==> src/rtl/intersection_phase_scheduler.sv <==
// Sensor debounce, sticky requests and round-robin/starvation phase pick for the light sequencer.
// Optional emergency preemption is built in when PHASE_PREEMPT_EN is defined.
module intersection_phase_scheduler #(
    parameter int NUM_PH   = 3,
    parameter int DEB_CYC  = 2,
    parameter int MAX_WAIT = 15,
    parameter int AGE_W    = 4
) (
    input  logic                      clk,
    input  logic                      reset,
    input  logic [NUM_PH-1:0]         sensor,
    input  logic                      grant_ready,
    input  logic                      phase_busy,
    output logic                      grant_valid,
    output logic [$clog2(NUM_PH)-1:0] grant_phase,
    output logic [NUM_PH-1:0]         pending,
    output logic                      starve
`ifdef PHASE_PREEMPT_EN
    ,
    input  logic                      preempt_req,
    input  logic [$clog2(NUM_PH)-1:0] preempt_phase,
    output logic                      preempt_active
`endif
);

    localparam int PW = $clog2(NUM_PH);
    localparam int DW = $clog2(DEB_CYC + 1);
    localparam logic [DW-1:0]    DEB_MAX = DW'(DEB_CYC);
    localparam logic [AGE_W-1:0] AGE_MAX = AGE_W'(MAX_WAIT);
    localparam logic [PW-1:0]    LAST_RST = PW'(NUM_PH - 1);

    typedef enum logic [1:0] {IDLE, OFFER, WAIT_BUSY, WAIT_DONE} state_t;

    state_t            state_q, state_d;
    logic              valid_q, valid_d;
    logic [PW-1:0]     phase_q, phase_d;
    logic [PW-1:0]     last_q, last_d;
    logic              pre_q, pre_d;
    logic [NUM_PH-1:0] pend_q, pend_d;
    logic [DW-1:0]     deb_q [NUM_PH];
    logic [DW-1:0]     deb_d [NUM_PH];
    logic [AGE_W-1:0]  age_q [NUM_PH];
    logic [AGE_W-1:0]  age_d [NUM_PH];

    logic [NUM_PH-1:0] deb;
    logic [NUM_PH-1:0] is_cur;
    logic [NUM_PH-1:0] starved;
    logic              accept;
    logic              found;
    logic [PW-1:0]     sel;
    int                idx;

    assign accept = (state_q == OFFER) && grant_ready;

    always_comb begin
        for (int i = 0; i < NUM_PH; i++) begin
            deb[i]     = (deb_q[i] == DEB_MAX);
            is_cur[i]  = (phase_q == PW'(i));
            starved[i] = pend_q[i] && (age_q[i] == AGE_MAX);
            if (!sensor[i]) begin
                deb_d[i] = '0;
            end else if (deb_q[i] == DEB_MAX) begin
                deb_d[i] = deb_q[i];
            end else begin
                deb_d[i] = deb_q[i] + 1'b1;
            end
        end
    end

    // Starved phases win by lowest index; otherwise rotate past the last served phase.
    always_comb begin
        sel   = '0;
        found = 1'b0;
        idx   = 0;
        for (int i = 0; i < NUM_PH; i++) begin
            if (!found && starved[i]) begin
                sel   = PW'(i);
                found = 1'b1;
            end
        end
        for (int k = 1; k <= NUM_PH; k++) begin
            idx = (int'(last_q) + k) % NUM_PH;
            if (!found && pend_q[idx]) begin
                sel   = PW'(idx);
                found = 1'b1;
            end
        end
    end

    always_comb begin
        for (int i = 0; i < NUM_PH; i++) begin
            pend_d[i] = pend_q[i];
            age_d[i]  = age_q[i];
            if (accept && is_cur[i]) begin
                pend_d[i] = 1'b0;
                age_d[i]  = '0;
            end else begin
                if (deb[i] && !(state_q != IDLE && is_cur[i])) begin
                    pend_d[i] = 1'b1;
                end
                if (pend_q[i] && !(state_q == OFFER && is_cur[i]) &&
                    !pre_q && age_q[i] != AGE_MAX) begin
                    age_d[i] = age_q[i] + 1'b1;
                end
            end
        end
    end

    always_comb begin
        state_d = state_q;
        valid_d = valid_q;
        phase_d = phase_q;
        last_d  = last_q;
        pre_d   = pre_q;
        unique case (state_q)
            IDLE: begin
`ifdef PHASE_PREEMPT_EN
                if (preempt_req) begin
                    state_d = OFFER;
                    valid_d = 1'b1;
                    phase_d = preempt_phase;
                    pre_d   = 1'b1;
                end else
`endif
                if (|pend_q) begin
                    state_d = OFFER;
                    valid_d = 1'b1;
                    phase_d = sel;
                end
            end
            OFFER: begin
                if (grant_ready) begin
                    state_d = WAIT_BUSY;
                    valid_d = 1'b0;
                    last_d  = phase_q;
                end
            end
            WAIT_BUSY: begin
                if (phase_busy) state_d = WAIT_DONE;
            end
            WAIT_DONE: begin
                if (!phase_busy) begin
                    state_d = IDLE;
                    pre_d   = 1'b0;
                end
            end
        endcase
    end

    always_ff @(posedge clk or posedge reset) begin
        if (reset) begin
            state_q <= IDLE;
            valid_q <= 1'b0;
            phase_q <= '0;
            last_q  <= LAST_RST;
            pre_q   <= 1'b0;
            pend_q  <= '0;
            for (int i = 0; i < NUM_PH; i++) begin
                deb_q[i] <= '0;
                age_q[i] <= '0;
            end
        end else begin
            state_q <= state_d;
            valid_q <= valid_d;
            phase_q <= phase_d;
            last_q  <= last_d;
            pre_q   <= pre_d;
            pend_q  <= pend_d;
            for (int i = 0; i < NUM_PH; i++) begin
                deb_q[i] <= deb_d[i];
                age_q[i] <= age_d[i];
            end
        end
    end

    assign grant_valid = valid_q;
    assign grant_phase = phase_q;
    assign pending     = pend_q;
    assign starve      = |starved;
`ifdef PHASE_PREEMPT_EN
    assign preempt_active = pre_q;
`else
    logic unused_pre;
    assign unused_pre = pre_q;
`endif

endmodule
==> config.mk <==
export PLATFORM = sky130hd
export DESIGN_NAME = intersection_phase_scheduler
export DESIGN_NICKNAME = d
export VERILOG_FILES = /design/src/rtl/intersection_phase_scheduler.sv
export SDC_FILE = /design/constraint.sdc
export NUM_CORES = 1
export LEC_CHECK = 0
export BUFFER_PORTS_ARGS = -buffer_cell sky130_fd_sc_hd__buf_2
export CAP_MARGIN = 20
export CORE_MARGIN = 2
export CORE_UTILIZATION = 40
export DETAILED_ROUTE_END_ITERATION = 12
export PLACE_DENSITY = 0.55
export RECOVER_POWER = 100
export SLEW_MARGIN = 20
export SYNTH_ARGS = -nofsm -noshare
export SYNTH_HDL_FRONTEND = slang
export SYNTH_SLANG_ARGS = --single-unit
export TNS_END_PERCENT = 20
==> constraint.sdc <==
create_clock -name clk -period 1.62 [get_ports clk]
set_input_delay 0.243 -clock clk [delete_from_list [all_inputs] [get_ports clk]]
set_output_delay 0.243 -clock clk [all_outputs]
set_load 0.01 [all_outputs]
==> impl_metrics.py, run 1 <==
metrics = {
    "finish": {
        "area_delta_synth_final_pct": 21.3,
        "regArea_um2": 703,
        "post-route-util_pct": 49.5,
        "fill_cells": 383,
        "fin_nets": 224,
        "instances_no_fill": 253,
        "drive_gt1_share_pct": 23.6,
        "multi_input_area_um2": 930,
        "final_area_um2": 1950,
        "diodes": 0,
    },
    "place": {
        "dp.cells": 249,
        "place.gp.congestion": 0.789,
        "portBuffers": 13,
        "place_ws_ns": -0.0547,
        "dp_hpwl_um": 2660,
        "post_dp_cell_area_um2": 1870,
    },
    "critical_path": {
        "crit_slowest_cell": "dfstp_2",
        "cp_cell_sequence": "ha_4 -> nand2b_1 -> nor2b_1 -> a31oi_2 -> nor3b_2 -> o31ai_1",
        "crit_buf_inv": 0,
        "path_max_fanout": 7,
        "cp-end-kind": "flip-flop",
        "critPathTopFamily": "flip-flops",
        "rrSetupSlack_ns": -0.01,
        "cp.arrival_ns": 1.82,
        "startpoint_type": "flip-flop",
        "critPathMaxStageDelay_ns": 0.57,
        "crit_type": "reg2reg",
        "crit_required_ns": 1.81,
    },
    "pwr": {
        "peakVddDrop_mv": 0.876,
        "p_leak_nw": 0.895,
        "power_density_nw_per_um2": 2160,
    },
    "floorplanning": {
        "initial_utilization_pct": 40.8,
        "chipWidth_um": 67.5,
        "fp.dieH_um": 67.5,
        "num_rows": 23,
        "ioPinCount": 14,
        "die_area_um2": 4550,
        "coreArea_um2": 3940,
    },
    "timing": {
        "hold_violations": 0,
        "max_freq_mhz": 614,
        "fin_crit_ns": 1.63,
        "drv_slew": 0,
        "slew_headroom_pct": 52.5,
        "finalClockSkew_ns": 0.00161,
        "grt_setup_unrepaired": "yes",
        "period_share_pct": 101,
        "worst_slew_pin_slew_ns": 0.713,
        "finalWorstSetupSlack_ns": -0.00965,
        "finalSetupViolations": 1,
    },
    "cts": {
        "ctsHtreeMaxLevel": 1,
        "numCtsBuffers": 3,
        "clk_latency_ns": 0.27,
        "post-cts-setup-buffer-count": 0,
        "cts_buffer_depth": 2,
        "cts_hold_buf": 0,
        "cts_sinks": 28,
        "clk_pin_slew_ns": 0.09,
        "root_buffer": "clkbuf_8",
        "cts_tree": "yes",
    },
    "run_status": {
        "status": "finished with violations",
        "violations": "setup timing",
    },
    "global_routing": {
        "grt_pass1_wl_um": 6010,
        "grt_max_degree": 29,
        "overflow": 0,
        "grt_pass1_vias": 1338,
        "antenna_found_initial": 0,
        "grt_use_total_pct": 17.5,
    },
    "route": {
        "via_per_inst": 5.35,
        "drt_iter0_markers": 91,
        "drc": 0,
        "routedWlPerCell_um": 13.8,
        "vias": 1354,
        "drt_wl_total_um": 3490,
        "dr.pass1.iters": 4,
        "ant_nets": 0,
    },
    "hold_path": {
        "hold_path.class": "in2async",
    },
    "run": {
        "cap_violations": 0,
    },
    "yosys": {
        "synth_common_cells": "dfrtp_1 (27), nand2_1 (19), a21oi_1 (15)",
        "synth-async-reset-ratio_pct": 100,
        "syn_avg_cell_area_um2": 9.36,
        "yosysSeqAreaShare_pct": 43.6,
        "synthFlopType": "dfrtp_1",
        "netlist_top_cells_area": "dfrtp_1 (42%), ha_1 (10%), a21oi_1 (4.7%)",
        "synthCells": 172,
        "synth_edf_count": 0,
        "synth_nets": 192,
        "syn_area_um2": 1610,
        "yosysTopAreaCellShare_pct": 42.0,
        "yosysMostFrequentCell": "dfrtp_1",
        "synth_seq_cells": 28,
        "yosysUniqueCellTypes": 33,
        "yosysWarnings": 0,
        "synth_top_cell_by_area": "dfrtp_1",
    },
}
power by group:
group	total, mW	switching, mW	internal, mW
Sequential	1.40	0.348	1.05
Clock	0.432	0.214	0.218
Combinational	2.39	1.23	1.16
Total	4.22	1.80	2.43
cell families after synthesis:
family | synth area share, %
buf+inv | 2.80
mux | 2.72
flops | 43.6
compound gates | 14.5
fa+ha+maj | 10.1
simple gates | 23.0
xor+xnor | 3.26
flip-flops by register name, indices dropped and copies added, names as in the netlist:
signal and cells:
state_q 2, last_q 2, pending 3, deb_q 6, grant_valid 1, age_q 12
grant_phase 2
metal layers:
metal  share of wire [%]  routed length [um]  GRT usage, %
met1                  47                1650          23.4
met2                  49                1710          29.5
met3                 3.0                 105          2.50
met4                0.54                  19          5.36
met5                   0                   0             0
timing repair:
| action | CTS | global route |
|---|---|---|
| endpoints found under the setup margin | 2 | 17 |
| gates resized for setup | 3 | 9 |
| cloned | 0 | 0 |
| pin swaps | 2 | 6 |
| endpoints found under the hold margin | 0 | 0 |
tightest hold or removal path, delay by kind of cell:
kind                   cells  cell delay (ns)
buffers and inverters      3             0.68
placed cells by master, fill, tap and decap left out, drive strengths merged:
cell type / count
mux2: 3
or3: 3
a21oi: 18
and4b: 3
and2: 6
dfrtp: 27
clkbuf: 10
o31ai: 2
a32oi: 1
nor2: 9
nand2b: 4
nand3: 10
nor2b: 5
a31o: 1
xnor2: 3
nand2: 19
buf: 21
nor3: 5
mux2i: 1
nor3b: 1
xor2: 3
a2111o: 1
nand4: 4
a31oi: 1
nand3b: 2
o2111ai: 1
ha: 13
dfstp: 1
o21ai: 10
o221ai: 1
inv: 12
a22oi: 2
path summary, 6_finish.rpt:
path	depth (start not counted)	end	start
max	6	grant_phase[0]	last_q[1]
min	3	deb_q[4]	reset
max reg2reg	6	grant_phase[0]	last_q[1]
min reg2reg	2	grant_valid	grant_valid
max in group asynchronous	3	pending[0]	reset
min in group clk	2	deb_q[3]	sensor[1]
area by class of cell:
type                            count  area share [%]
Timing Repair Buffer               27            8.07
Multi-Input combinational cell    132            47.6
Sequential cell                    28            36.0
Tap cell                           50            3.20
Clock buffer                        4            2.82
Inverter                           12            2.31
per-stage QoR:
stage          setup TNS (ns)  total power [mW]  hold WS, ns
6_report             -0.00965              4.22        0.148
3_5_place_dp          -0.0629              3.71        0.337
3_3_place_gp                0              3.55        0.324
2_1_floorplan               0              2.94        0.308
4_1_cts             -0.000972              4.19       0.0330
5_1_grt                -0.998              4.65        0.184
Power figures use the tool's default switching activity.
==> inputs of run 2 (changes only) <==
Settings changed: PLACE_DENSITY 0.55 to 0.53, RECOVER_POWER 100 to 50, SKIP_LAST_GASP set to 1.
Clock period 1.62 ns to 1.75 ns, I/O delays scaled along.
==> impl_metrics.py, run 2 (synthesis results as in run 1) <==
metrics = {
    "timing": {
        "worst_slew_pin_slew_ns": 0.927,
        "drv_slew": 0,
        "grt_setup_unrepaired": "yes",
        "fin_crit_ns": 1.68,
        "max_freq_mhz": 596,
        "totalNegativeSetupSlack_ns": 0,
        "period_share_pct": 95.8,
        "finalWorstSetupSlack_ns": 0.0726,
        "slew_headroom_pct": 38.2,
        "hold_violations": 11,
        "holdWs_ns": -0.0133,
        "finalSetupViolations": 0,
        "finalClockSkew_ns": 0.00140,
    },
    "floorplanning": {
        "initial_utilization_pct": 40.8,
        "chipWidth_um": 67.5,
        "coreArea_um2": 3940,
        "num_rows": 23,
        "die_area_um2": 4550,
        "ioPinCount": 14,
        "fp.dieH_um": 67.5,
    },
    "critical_path": {
        "critPathLaunch": "last_q[1]",
        "reg2reg_from": "last_q[1]",
        "crit_type": "reg2reg",
        "path_max_fanout": 5,
        "cp.arrival_ns": 1.87,
        "critPathMaxStageDelay_ns": 0.57,
        "crit_buf_inv": 1,
        "cp-end-kind": "flip-flop",
        "startpoint_type": "flip-flop",
        "critPathTopFamily": "flip-flops",
        "cp_cell_sequence": "ha_4 -> buf_4 -> nand3b_1 -> nand2_1 -> nor3_2 -> nor3b_2 -> o31ai_1",
        "crit_required_ns": 1.94,
        "crit_slowest_cell": "dfstp_2",
    },
    "route": {
        "vias": 1334,
        "drc": 0,
        "dr.pass1.iters": 4,
        "drt_wl_total_um": 3660,
        "via_per_inst": 5.34,
        "drt_iter0_markers": 19,
        "ant_nets": 0,
        "routedWlPerCell_um": 14.6,
    },
    "cts": {
        "ctsHtreeMaxLevel": 1,
        "cts_hold_buf": 0,
        "cts_sinks": 28,
        "clk_latency_ns": 0.27,
        "cts_buffer_depth": 2,
        "clk_pin_slew_ns": 0.09,
        "numCtsBuffers": 3,
        "root_buffer": "clkbuf_8",
        "cts_tree": "yes",
    },
    "finish": {
        "drive_gt1_share_pct": 22.0,
        "largest_register_ffs": 12,
        "post-route-util_pct": 48.7,
        "layout_commonest_cell": "dfrtp_1",
        "fill_cells": 392,
        "diodes": 0,
        "instances_no_fill": 250,
        "area_delta_synth_final_pct": 19.2,
        "final_area_um2": 1920,
        "fin_nets": 221,
        "largest_register": "age_q",
        "final_cell_mix": "dfrtp_1 (27), nand2_1 (17), a21oi_1 (14)",
    },
    "global_routing": {
        "overflow": 0,
        "antenna_found_initial": 0,
        "grt_pass1_vias": 1349,
        "grt_pass1_wl_um": 6150,
        "grt_use_total_pct": 18.0,
        "grt_max_degree": 17,
    },
    "pwr": {
        "peakVddDrop_mv": 0.779,
        "power_density_nw_per_um2": 1980,
        "p_leak_nw": 0.890,
    },
    "run_status": {
        "status": "finished with violations",
        "violations": "hold timing",
    },
    "place": {
        "portBuffers": 13,
        "place_ws_ns": -0.0235,
        "post_dp_cell_area_um2": 1830,
        "dp.cells": 245,
        "place.gp.congestion": 0.895,
        "dp_hpwl_um": 2800,
    },
    "run": {
        "cap_violations": 0,
    },
    "hold_path": {
        "hold_path.class": "in2async",
    },
}
run 2: cell count changes in the layout (fill, tap and decap cells not counted), sizes merged:
cell / before / now
clkbuf: 10 / 6
buf: 21 / 22
run 2: path summary, 6_finish.rpt:
path	endpoint	depth (start not counted)	slack, ns
worst min register to register	grant_valid	2	0.52
worst max register to register	grant_phase[0]	7	0.07
min in group clk	deb_q[5]	2	0.20
worst min-delay path	deb_q[2]	2	-0.01
max in group asynchronous	deb_q[0]	3	0.57
worst max-delay path	grant_phase[0]	7	0.07
run 2: layer usage:
layer / routed length (um) / global-route usage (%) / share of wire, % / vias to the layer above
met2: 1930 / 32.9 / 53 / 11
met3: 63 / 2.17 / 1.7 / 4
met1: 1620 / 21.8 / 44 / 654
li1: - / - / - / 665
met5: 0 / 0 / 0 / -
met4: 38 / 5.87 / 1.0 / 0
run 2: timing repair:
| action | 4_1_cts | 5_1_grt |
|---|---|---|
| endpoints found under the setup margin | 1 | 16 |
| pin swaps | 0 | 4 |
| setup buffers | 0 | 1 |
| resized for setup | 1 | 12 |
run 2: stage by stage:
step           power (mW)  hold slack, ns
2_1_floorplan        2.62           0.327
3_3_place_gp         3.17           0.322
3_5_place_dp         3.28           0.332
4_1_cts              3.70          0.0250
5_1_grt              4.17          0.0391
6_report             3.81         -0.0133
run 2: area by class of cell:
cell class / count / area [um2] / area share (%)
flip-flops and latches: 28 / 702 / 36.6
repair buffers: 24 / 143 / 7.43
multi-input cells: 132 / 922 / 48.0
well taps: 50 / 62.6 / 3.26
clock buffers: 4 / 45.0 / 2.35
inverters: 12 / 45.0 / 2.35
run 2: power by group:
group / internal, mW / total, mW / switching (mW)
Combinational: 1.04 / 2.12 / 1.08
Sequential: 0.972 / 1.33 / 0.355
Clock: 0.163 / 0.361 / 0.198
==> inputs of run 3 (changes only) <==
Settings changed: ABC_AREA set to 1.
==> impl_metrics.py, run 3 <==
metrics = {
    "run_status": {
        "status": "finished with violations",
        "violations": "hold timing",
    },
    "cts": {
        "ctsHtreeMaxLevel": 1,
        "cts_buffer_depth": 2,
        "clk_pin_slew_ns": 0.10,
        "clk_latency_ns": 0.28,
        "cts_sinks": 28,
        "cts_tree": "yes",
        "root_buffer": "clkbuf_8",
        "cts_hold_buf": 0,
        "numCtsBuffers": 3,
    },
    "global_routing": {
        "overflow": 0,
        "grt_use_total_pct": 15.6,
        "grt_pass1_wl_um": 6090,
        "grt_max_degree": 18,
        "antenna_found_initial": 0,
        "grt_pass1_vias": 1452,
    },
    "floorplanning": {
        "fp.dieH_um": 69.3,
        "chipWidth_um": 69.3,
        "num_rows": 23,
        "coreArea_um2": 4060,
        "die_area_um2": 4800,
        "ioPinCount": 14,
        "initial_utilization_pct": 42.0,
    },
    "yosys": {
        "yosysWarnings": 0,
        "synth_top_cell_by_area": "dfrtp_1",
        "synth_seq_cells": 28,
        "yosysMostFrequentCell": "inv_1",
        "synth_edf_count": 0,
        "netlist_top_cells_area": "dfrtp_1 (40%), ha_1 (9.5%), inv_1 (7.9%)",
        "syn_area_um2": 1710,
        "yosysTopAreaCellShare_pct": 39.6,
        "synthFlopType": "dfrtp_1",
        "yosysSeqAreaShare_pct": 41.2,
        "yosysUniqueCellTypes": 24,
        "synth-async-reset-ratio_pct": 100,
        "synthCells": 213,
        "synth_common_cells": "inv_1 (36), nand2_1 (29), dfrtp_1 (27)",
        "syn_avg_cell_area_um2": 8.01,
        "synth_nets": 233,
    },
    "route": {
        "ant_nets": 0,
        "dr.pass1.iters": 4,
        "routedWlPerCell_um": 12.5,
        "drt_wl_total_um": 3600,
        "drc": 0,
        "via_per_inst": 5.08,
        "vias": 1459,
        "drt_iter0_markers": 60,
    },
    "hold_path": {
        "hold_path.class": "in2async",
    },
    "timing": {
        "drv_slew": 0,
        "finalWorstSetupSlack_ns": 0.0177,
        "max_freq_mhz": 577,
        "fin_crit_ns": 1.73,
        "period_share_pct": 99.0,
        "holdWs_ns": -0.0135,
        "finalClockSkew_ns": 0.00594,
        "worst_slew_pin_slew_ns": 0.938,
        "hold_violations": 10,
        "grt_setup_unrepaired": "yes",
        "slew_headroom_pct": 37.5,
        "finalSetupViolations": 0,
    },
    "critical_path": {
        "crit_type": "reg2out",
        "r2r_end": "grant_phase[1]",
        "critPathMaxStageDelay_ns": 0.40,
        "path_max_fanout": 4,
        "reg2reg_from": "last_q[0]",
        "crit_buf_inv": 1,
        "startpoint_type": "flip-flop",
        "crit_required_ns": 1.49,
        "crit_slowest_cell": "dfrtp_1",
        "critPathTopFamily": "simple AND/OR/NAND/NOR gates",
        "rrSetupSlack_ns": 0.18,
        "cp.arrival_ns": 1.47,
        "r2r_cells": 10,
        "cp-end-kind": "primary output",
        "cp_cell_sequence": "ha_1 -> nand4_1 -> nand3_2 -> buf_2",
    },
    "pwr": {
        "power_density_nw_per_um2": 1930,
        "peakVddDrop_mv": 0.699,
        "p_leak_nw": 1.02,
        "total_power_mw": 3.78,
    },
    "place": {
        "dp_hpwl_um": 2790,
        "place.gp.congestion": 0.801,
        "place_ws_ns": 0.0862,
        "portBuffers": 13,
    },
    "finish": {
        "diodes": 0,
        "fin_nets": 258,
        "drive_gt1_share_pct": 18.1,
        "largest_register_ffs": 12,
        "largest_register": "age_q",
        "area_delta_synth_final_pct": 14.7,
        "final_cell_mix": "inv_1 (36), nand2_1 (29), dfrtp_1 (27)",
        "layout_commonest_cell": "inv_1",
        "fill_cells": 410,
    },
    "run": {
        "cap_violations": 0,
    },
}
run 3: changes by cell type after synthesis, moves of 4 or more:
| cell | delta |
|---|---|
| and2_1 | -6 |
| nand3_2 | +5 |
| inv_1 | +24 |
| nor2b_1 | -5 |
| nor2_2 | +5 |
| nand2b_1 | -4 |
| a21oi_1 | -5 |
| nand2_1 | +10 |
| nor2_1 | +14 |
| nand3_1 | +11 |
| nor3_1 | -4 |
run 3: metal layers:
layer | GRT usage (%) | wire, um
met1 | 19.3 | 1710
met5 | 0 | 0
met2 | 27.5 | 1750
met3 | 2.62 | 83
met4 | 4.79 | 49
run 3: kinds of logic (layout without fill, tap and decap cells):
group / count (synthesis) / after routing / synth area share [%]
buf+inv: 38 / 62 / 8.36
simple gates: 95 / 95 / 26.7
flops: 28 / 28 / 41.2
mux: 1 / 1 / 0.587
xor+xnor: 5 / 5 / 2.57
fa+ha+maj: 13 / 13 / 9.54
compound gates: 33 / 33 / 11.1
run 3: final cells by class:
cell class	count	area [um2]	share of cell area (%)
multi-input cells	147	891	45.5
flip-flops and latches	28	702	35.9
inverters	38	143	7.29
repair buffers	20	114	5.82
well taps	50	62.6	3.20
clock buffers	4	45.0	2.30
run 3: worst max-delay path by stage:
stage / cells after the start / start / slack (ns) / end
after global routing: 4 / age_q[4] / -0.08 / starve
final: 4 / age_q[4] / 0.02 / starve
after detailed placement: 10 / last_q[1] / 0.09 / grant_phase[0]
after floorplan: 9 / last_q[1] / 0.28 / grant_phase[1]
after CTS: 4 / age_q[4] / 0.01 / starve
after global placement: 10 / last_q[1] / 0.15 / grant_phase[1]
run 3: where the power goes:
group / total, mW / leakage (nW) / internal [mW] / switching (mW)
sequential: 1.31 / 0.328 / 0.975 / 0.334
combinational: 2.11 / 0.674 / 0.880 / 1.23
clock: 0.366 / 0.0228 / 0.164 / 0.202
run 3: per-stage QoR:
step                      setup TNS [ns]  cell area (um2)  utilization, %  hold slack (ns)  instances
after floorplan                        0             1710               -            0.327        213
after detailed placement               0             1880            46.2            0.330        280
after global placement                 0             1880            46.2            0.330        280
after CTS                              0             1930            47.5           0.0247        285
final                                  0             1960            48.2          -0.0135        287
after global routing             -0.0800             1960            48.2           0.0191        287
run 3: repair_timing:
action                     CTS  global route
pin swaps                    1             0
setup endpoints to repair    1             3
buffers inserted             1             2
resized for setup            0             7
